File: src/rtl/mem_port_arbiter.sv
// Shares one single-port memory between the CPU (C) and the front-panel
// debug/loader path (D): round-robin arbitration in IDLE, strobe stretched by
// WAIT_CYCLES, registered read data and a one-cycle ack per completed access.
module mem_port_arbiter #(
  parameter int unsigned WAIT_CYCLES = 1,
  parameter int unsigned AW          = 16,
  parameter int unsigned DW          = 8
) (
  input  logic          clk,
  input  logic          rst,
  input  logic          c_req,
  input  logic          c_we,
  input  logic [AW-1:0] c_addr,
  input  logic [DW-1:0] c_wdata,
  output logic          c_ack,
  output logic [DW-1:0] c_rdata,
  input  logic          d_req,
  input  logic          d_we,
  input  logic [AW-1:0] d_addr,
  input  logic [DW-1:0] d_wdata,
  output logic          d_ack,
  output logic [DW-1:0] d_rdata,
  output logic [AW-1:0] mem_addr,
  output logic [DW-1:0] mem_wdata,
  input  logic [DW-1:0] mem_rdata,
  output logic          mem_read,
  output logic          mem_write,
  output logic [1:0]    grant,
  output logic          busy
);

  localparam int unsigned CW = 4;

  typedef enum logic [1:0] {
    S_IDLE   = 2'd0,
    S_ACCESS = 2'd1,
    S_DONE   = 2'd2
  } state_e;

  state_e        state_q, state_d;
  logic [CW-1:0] cnt_q, cnt_d;
  logic          we_q, we_d;
  logic          last_d_q, last_d_d;
  logic          c_ack_q, c_ack_d;
  logic          d_ack_q, d_ack_d;
  logic [DW-1:0] c_rdata_q, c_rdata_d;
  logic [DW-1:0] d_rdata_q, d_rdata_d;
  logic [AW-1:0] mem_addr_q, mem_addr_d;
  logic [DW-1:0] mem_wdata_q, mem_wdata_d;
  logic          mem_read_q, mem_read_d;
  logic          mem_write_q, mem_write_d;
  logic [1:0]    grant_q, grant_d;
  logic          busy_q, busy_d;
  logic          pick_dbg_c;
  logic          win_we_c;

  // State and output registers; last owner resets to D so C wins the first tie.
  always_ff @(posedge clk or negedge rst) begin
    if (!rst) begin
      state_q     <= S_IDLE;
      cnt_q       <= '0;
      we_q        <= 1'b0;
      last_d_q    <= 1'b1;
      c_ack_q     <= 1'b0;
      d_ack_q     <= 1'b0;
      c_rdata_q   <= '0;
      d_rdata_q   <= '0;
      mem_addr_q  <= '0;
      mem_wdata_q <= '0;
      mem_read_q  <= 1'b0;
      mem_write_q <= 1'b0;
      grant_q     <= 2'b00;
      busy_q      <= 1'b0;
    end else begin
      state_q     <= state_d;
      cnt_q       <= cnt_d;
      we_q        <= we_d;
      last_d_q    <= last_d_d;
      c_ack_q     <= c_ack_d;
      d_ack_q     <= d_ack_d;
      c_rdata_q   <= c_rdata_d;
      d_rdata_q   <= d_rdata_d;
      mem_addr_q  <= mem_addr_d;
      mem_wdata_q <= mem_wdata_d;
      mem_read_q  <= mem_read_d;
      mem_write_q <= mem_write_d;
      grant_q     <= grant_d;
      busy_q      <= busy_d;
    end
  end

  // Arbitration, strobe timing and completion sequencing.
  always_comb begin
    state_d     = state_q;
    cnt_d       = cnt_q;
    we_d        = we_q;
    last_d_d    = last_d_q;
    c_ack_d     = 1'b0;
    d_ack_d     = 1'b0;
    c_rdata_d   = c_rdata_q;
    d_rdata_d   = d_rdata_q;
    mem_addr_d  = mem_addr_q;
    mem_wdata_d = mem_wdata_q;
    mem_read_d  = mem_read_q;
    mem_write_d = mem_write_q;
    grant_d     = grant_q;
    busy_d      = busy_q;
    // D wins when it is alone, or on a tie when C owned the last access.
    pick_dbg_c  = d_req && (!c_req || !last_d_q);
    win_we_c    = pick_dbg_c ? d_we : c_we;

    case (state_q)
      S_IDLE: begin
        if (c_req || d_req) begin
          we_d        = win_we_c;
          mem_addr_d  = pick_dbg_c ? d_addr : c_addr;
          mem_wdata_d = pick_dbg_c ? d_wdata : c_wdata;
          grant_d     = pick_dbg_c ? 2'b10 : 2'b01;
          mem_read_d  = ~win_we_c;
          mem_write_d = win_we_c;
          cnt_d       = CW'(WAIT_CYCLES);
          busy_d      = 1'b1;
          state_d     = S_ACCESS;
        end
      end
      S_ACCESS: begin
        if (cnt_q == '0) begin
          mem_read_d  = 1'b0;
          mem_write_d = 1'b0;
          if (!we_q) begin
            if (grant_q[1]) begin
              d_rdata_d = mem_rdata;
            end else begin
              c_rdata_d = mem_rdata;
            end
          end
          c_ack_d = grant_q[0];
          d_ack_d = grant_q[1];
          state_d = S_DONE;
        end else begin
          cnt_d = cnt_q - CW'(1);
        end
      end
      S_DONE: begin
        last_d_d = grant_q[1];
        grant_d  = 2'b00;
        busy_d   = 1'b0;
        state_d  = S_IDLE;
      end
      default: begin
        state_d = S_IDLE;
      end
    endcase
  end

  assign c_ack     = c_ack_q;
  assign d_ack     = d_ack_q;
  assign c_rdata   = c_rdata_q;
  assign d_rdata   = d_rdata_q;
  assign mem_addr  = mem_addr_q;
  assign mem_wdata = mem_wdata_q;
  assign mem_read  = mem_read_q;
  assign mem_write = mem_write_q;
  assign grant     = grant_q;
  assign busy      = busy_q;

endmodule

File: config.mk
export PLATFORM = sky130hd
export DESIGN_NAME = mem_port_arbiter
export DESIGN_NICKNAME = d
export VERILOG_FILES = /design/src/rtl/mem_port_arbiter.sv
export SDC_FILE = /design/constraint.sdc
export NUM_CORES = 1
export LEC_CHECK = 0
export BUFFER_PORTS_ARGS = -buffer_cell sky130_fd_sc_hd__buf_2
export CAP_MARGIN = 20
export CELL_PAD_IN_SITES_DETAIL_PLACEMENT = 1
export CELL_PAD_IN_SITES_GLOBAL_PLACEMENT = 1
export CORE_MARGIN = 1
export CORE_UTILIZATION = 39
export CTS_CLUSTER_SIZE = 20
export DETAILED_ROUTE_END_ITERATION = 6
export PLACE_DENSITY_LB_ADDON = 0.15
export RECOVER_POWER = 100
export SLEW_MARGIN = 40
export SYNTH_ARGS = -nofsm -noshare
export SYNTH_HDL_FRONTEND = slang
export SYNTH_SLANG_ARGS = --single-unit
File: constraint.sdc
create_clock -name clk -period 4 [get_ports clk]
set_input_delay 1 -clock clk [delete_from_list [all_inputs] [get_ports clk]]
set_output_delay 1 -clock clk [all_outputs]
set_load 0.03 [all_outputs]
After elaboration in Yosys (flattened, before gate mapping)

Cells that the tools add are included.

Register bits: 55
Input port bits: 62
Output and inout port bits: 47
Logic and storage cells: 62

Add/sub/neg operators: 1
Equal/unequal tests: 5
Reductions and logical operators: 16
Bitwise operators: 3
Multiplexer cells: 23

Operator list:

| cell                                                                   | number |
|---|---|
| 16-bit two-way mux                                                     | 1 |
| 1-bit two-way mux                                                      | 9 |
| 2-bit two-way mux                                                      | 4 |
| 4-bit two-way mux                                                      | 2 |
| 8-bit two-way mux                                                      | 1 |
| 2-bit one-hot mux with 2 select lines                                  | 2 |
| 4-bit one-hot mux with 2 select lines                                  | 1 |
| 4-bit AND reduction                                                    | 2 |
| 2-bit != test (second input constant)                                  | 3 |
| 1-bit one-hot mux with 2 select lines                                  | 3 |
| 2-bit AND reduction                                                    | 3 |
| 3-bit AND reduction                                                    | 2 |
| 4-bit zero test                                                        | 1 |
| 2-bit nonzero test                                                     | 2 |
| 4-bit by 1-bit subtractor with 4-bit output (second input constant)    | 1 |
| 1-bit NOT                                                              | 3 |
| 2-bit by 1-bit equality test with 1-bit output (second input constant) | 1 |
| 2-bit equality test (second input constant)                            | 1 |
| 1-bit zero test                                                        | 2 |
| 2-bit zero test                                                        | 1 |
| 1-bit logical OR                                                       | 2 |
| 1-bit logical AND                                                      | 1 |

Longest topological paths before layout

Word-level depth: 7
Depth in mapped cells: 7
Depth with buffers taken out: 5

Least setup slack after synthesis

OpenSTA, ideal clock, no wires.

Path type: input to register
Start: input port c_req
End: register mem_addr_q[10] (netlist: mem_addr[10])
Arrival time: 1785 ps
Cell stages on the path: 5
Path buffers: 2
Slack: 2089 ps
Path through: nand2_1 and3_1 buf_2 buf_2 a221o_1

Cells in the longest elaborated chain, start to end: 4

RTL lines:

| element              | RTL line | RTL |
|---|---|---|
| start, declared      | 11       | `input logic c_req,` |
| 1-bit zero test      | 109      | `pick_dbg_c = d_req && (!c_req \|\| !last_d_q);` |
| 1-bit logical OR     | 109      |  |
| 1-bit logical AND    | 109      |  |
| 16-bit two-way mux   | 116      | `mem_addr_d = pick_dbg_c ? d_addr : c_addr;` |
| end signal, assigned | 83       | `mem_addr_q <= mem_addr_d;` |
| end, declared        | 48       | `logic [AW-1:0] mem_addr_q, mem_addr_d;` |

Parallel ways exist; a longest one is shown, timed or not.
A chain may end at the register's enable or synchronous reset.

Final worst setup path

Start: input port d_req
End: register mem_addr_q[10] (netlist: mem_addr[10])

Cells in the longest elaborated chain, start to end: 2

RTL lines:

| element                                                          | RTL line | RTL |
|---|---|---|
| start, declared                                                  | 17       | `input logic d_req,` |
| 1-bit logical AND / 1-bit logical OR (equally long branches)     | 109, 114 |  |
| 16-bit two-way mux / 2-bit AND reduction (equally long branches) | n/a      |  |

Parallel ways exist; a longest one is shown, timed or not.

==> reports/results.ini <==
[grt]
grt_use_total = 0.2158
largest_net_degree_at_the_start_of_global_routing = 47
antenna_found_initial = 0
first_global_vias = 2141
globalRouteOverflowTotal = 0
grt_pass1_wl_um = 10760

[worst_setup_path]
r2r-start = cnt_q[0]$_DFFE_PN0P_
start_point_of_the_critical_path = d_req
worst-r2r-cell-count = 5
crit_path_start_kind = input pin
kind_of_critical_path = in2reg
endpoint_kind = flip-flop
regToRegEndpoint = mem_read$_DFFE_PN0P_
timing.reg2reg.setup_slack_ns = 1.95
crit_path_required_time_ns = 4.21
crit_fanout = 30
worst-endpoint-arrival_ns = 2.92

[floorplanning]
pin_count = 109
core_region_area_um2 = 6026
fp.dieArea_um2 = 6642
num_rows = 28
die_y_um = 81.50
initial_core_util = 0.4091
horiz_die_dim_um = 81.50

[logic_synthesis]
synth_largest_area_cell = dfrtp_1
number_of_nets_in_the_synthesized_netlist = 254
post_synth_inst_count = 190
syn_area_um2 = 2465
synth_top_area_frac = 0.5482
yosys_register_bits = 55
synth_top_flop_cell = dfrtp_1
share_of_flip_flops_with_an_asynchronous_set_or_reset_after_synthesis = 1.000
synth.area.top_cells = dfrtp_1 55%, a221o_1 10%, mux2_2 8.2%, a21boi_0 7.6%, buf_6 1.8%
synth.cells.most_frequent = 54 x dfrtp_1, 25 x a21boi_0, 25 x a221o_1, 18 x mux2_2, 6 x inv_1
yosys.cell_types.count = 37
synth_most_common_cell = dfrtp_1
synth_edf_count = 0
yosysWarningCount = 0
synth_area_per_cell_um2 = 12.97
seq_area_frac_synth = 0.5589

[power]
switching_share = 0.4551
power.switching_mw = 1.219
internal-power_mw = 1.459
pwr-share-seq = 0.373
ir_drop_mv = 0.3531
power.static_leakage_nw = 1.394
pwr-share-comb = 0.486
clock_power_share = 0.141
power-per-cell-area_nw_per_um2 = 873.3

[route]
first_iter_violations = 66
drc_errors = 0
route.detailed.wl_per_inst_um = 18.17
routed_via_density = 5.482
vias = 2023
drt-total-wl_um = 6705
drt_pre_antenna_iters = 4
drt.antenna.violating_nets = 0

[final_layout]
fin_area_um2 = 3067
postLayoutCoreUtil = 0.5089
layout-drive-gt1-share = 0.3197
layout_net_count = 357
nFillCells = 726
antennaDiodeCount = 0
synthToLayoutAreaGrowth_pct = 24.42

[run_status]
violations = max-capacitance violations, max-slew violations
outcome = finished with violations

[timing]
final_hold_viol_count = 0
layout_setup_ws_ns = 1.287
final-max-slew-violation-count = 31
rsz0062_at_grt = no
slew_headroom = -0.02788
min_period_ns = 2.713
tightest_slew_ns = 1.542
setup-violations-final = 0
fin_crit_sh = 0.6781
max_freq_mhz = 368.7
worst_hold_margin_ns = 0.5212
finalSetupTns_ns = 0
finClkSkew_ns = 0.01241

[placement]
preCtsSetupSlack_ns = 1.751
io_buffers = 108
postPlaceCellArea_um2 = 3027
hpwl_um = 4878
place.gp.congestion = 0.7059

[clock_network]
worst_setup_hold_path_clk_slew_ns = 0.10
worstSkewPairLatency_ns = 0.31
tritoncts = yes
htree_num_levels = 2
tritoncts.num_buffers = 5
cts_setup_buffers = 0
cts_buffer_depth = 2
numClockSinks = 55
post_cts_resize_count = 0
cts-hold-fix-buffers = 0
root_buffer = clkbuf_8

[worst_hold_path]
hold_class = reg2reg
worst_hold_launch = d_rdata[5]$_DFFE_PN0P_
whs_path_depth = 1
worst_hold_path.endpoint = d_rdata[5]$_DFFE_PN0P_

[run]
cap_violations = 1

## power groups by stage
stage	sequential (mW)	combinational [mW]	clock [mW]
floorplan	1.40	0.574	0
global placement	0.991	1.35	0
detailed placement	0.999	1.39	0
CTS	0.995	1.39	0.389
global route	1.04	1.41	0.404
finish	1.00	1.30	0.377
## cell families (layout without fill, tap and decap cells)
logic type / Yosys count / count (layout) / synth area share
AO/OA/AOI/OAI: 66 / 66 / 0.2239
adder cells (fa/ha/maj): 2 / 2 / 0.01015
buffers and inverters: 20 / 124 / 0.04619
flip-flops: 55 / 55 / 0.5589
multiplexers: 18 / 18 / 0.08223
AND/OR/NAND/NOR: 29 / 29 / 0.07869
## area by class of cell
class	count	area, um^2	share of cell area
repair buffers	110	495.5	0.1616
flip-flops and latches	55	1378	0.4492
inverters	6	22.52	0.007344
well taps	75	93.84	0.03060
multi-input cells	115	962.2	0.3137
clock inverters	3	46.29	0.01510
clock buffers	5	68.82	0.02244
## metrics by stage
stage,instances,power [mW]
after floorplan,190,1.976
after CTS,369,2.773
after global routing,369,2.853
after global placement,361,2.339
after detailed placement,361,2.388
final,369,2.678
## flip-flops by register name, indices dropped and copies added (netlist names)
name	cells
mem_addr	16
mem_write	1
d_rdata	8
mem_wdata	8
d_ack	1
grant	2
cnt_q	4
c_rdata	8
c_ack	1
state_q	2
mem_read	1
last_d_q	1
we_q	1
busy	1
## worst max-delay path, stage by stage
cell	delay [ns]
buf_2	0.12
or2_0	1.15
a21boi_0	0.30
a221o_1	0.35
## cells in the final DEF (no fill, tap or decap), types with 2 or more instances in the layout
cell | synthesis | routed
a21boi_0 | 25 | 25
a21o_1 | 2 | 2
a21oi_1 | 2 | 2
a221o_1 | 25 | 25
a221oi_1 | 2 | 2
and3_1 | 3 | 2
buf_2 | 4 | 60
buf_4 | 1 | 2
clkbuf_1 | 5 | 48
clkbuf_8 | 0 | 5
dfrtp_1 | 54 | 54
ha_1 | 2 | 2
inv_1 | 6 | 6
mux2_2 | 18 | 18
nand2_1 | 3 | 3
nand2b_1 | 3 | 3
nand4b_1 | 0 | 2
nor2_1 | 4 | 4
nor2b_1 | 3 | 3
o211ai_1 | 2 | 2
o21ai_0 | 4 | 4
## worst max path at each step
| stage | endpoint | slack, ns | depth (start not counted) |
|---|---|---|---|
| floorplan | mem_addr[10]$_DFFE_PN0P_ | 2.09 | 5 |
| global placement | we_q$_DFFE_PN0P_ | 1.58 | 4 |
| detailed placement | mem_read$_DFFE_PN0P_ | 1.75 | 4 |
| CTS | grant[1] | 1.96 | 1 |
| global route | mem_addr[0]$_DFFE_PN0P_ | 1.01 | 4 |
| finish | mem_addr[10]$_DFFE_PN0P_ | 1.29 | 4 |
## layer usage
layer  vias up  global-route usage  wire length (um)  share of wire
li1        929                   -                 -              -
met1      1008              0.2850              2983           0.44
met2        78              0.3467              3242           0.48
met3         8             0.04444               372          0.055
met4         0             0.08393               107          0.016
met5         -                   0                 0              0
No activity file was read; power rests on OpenSTA's default activity.
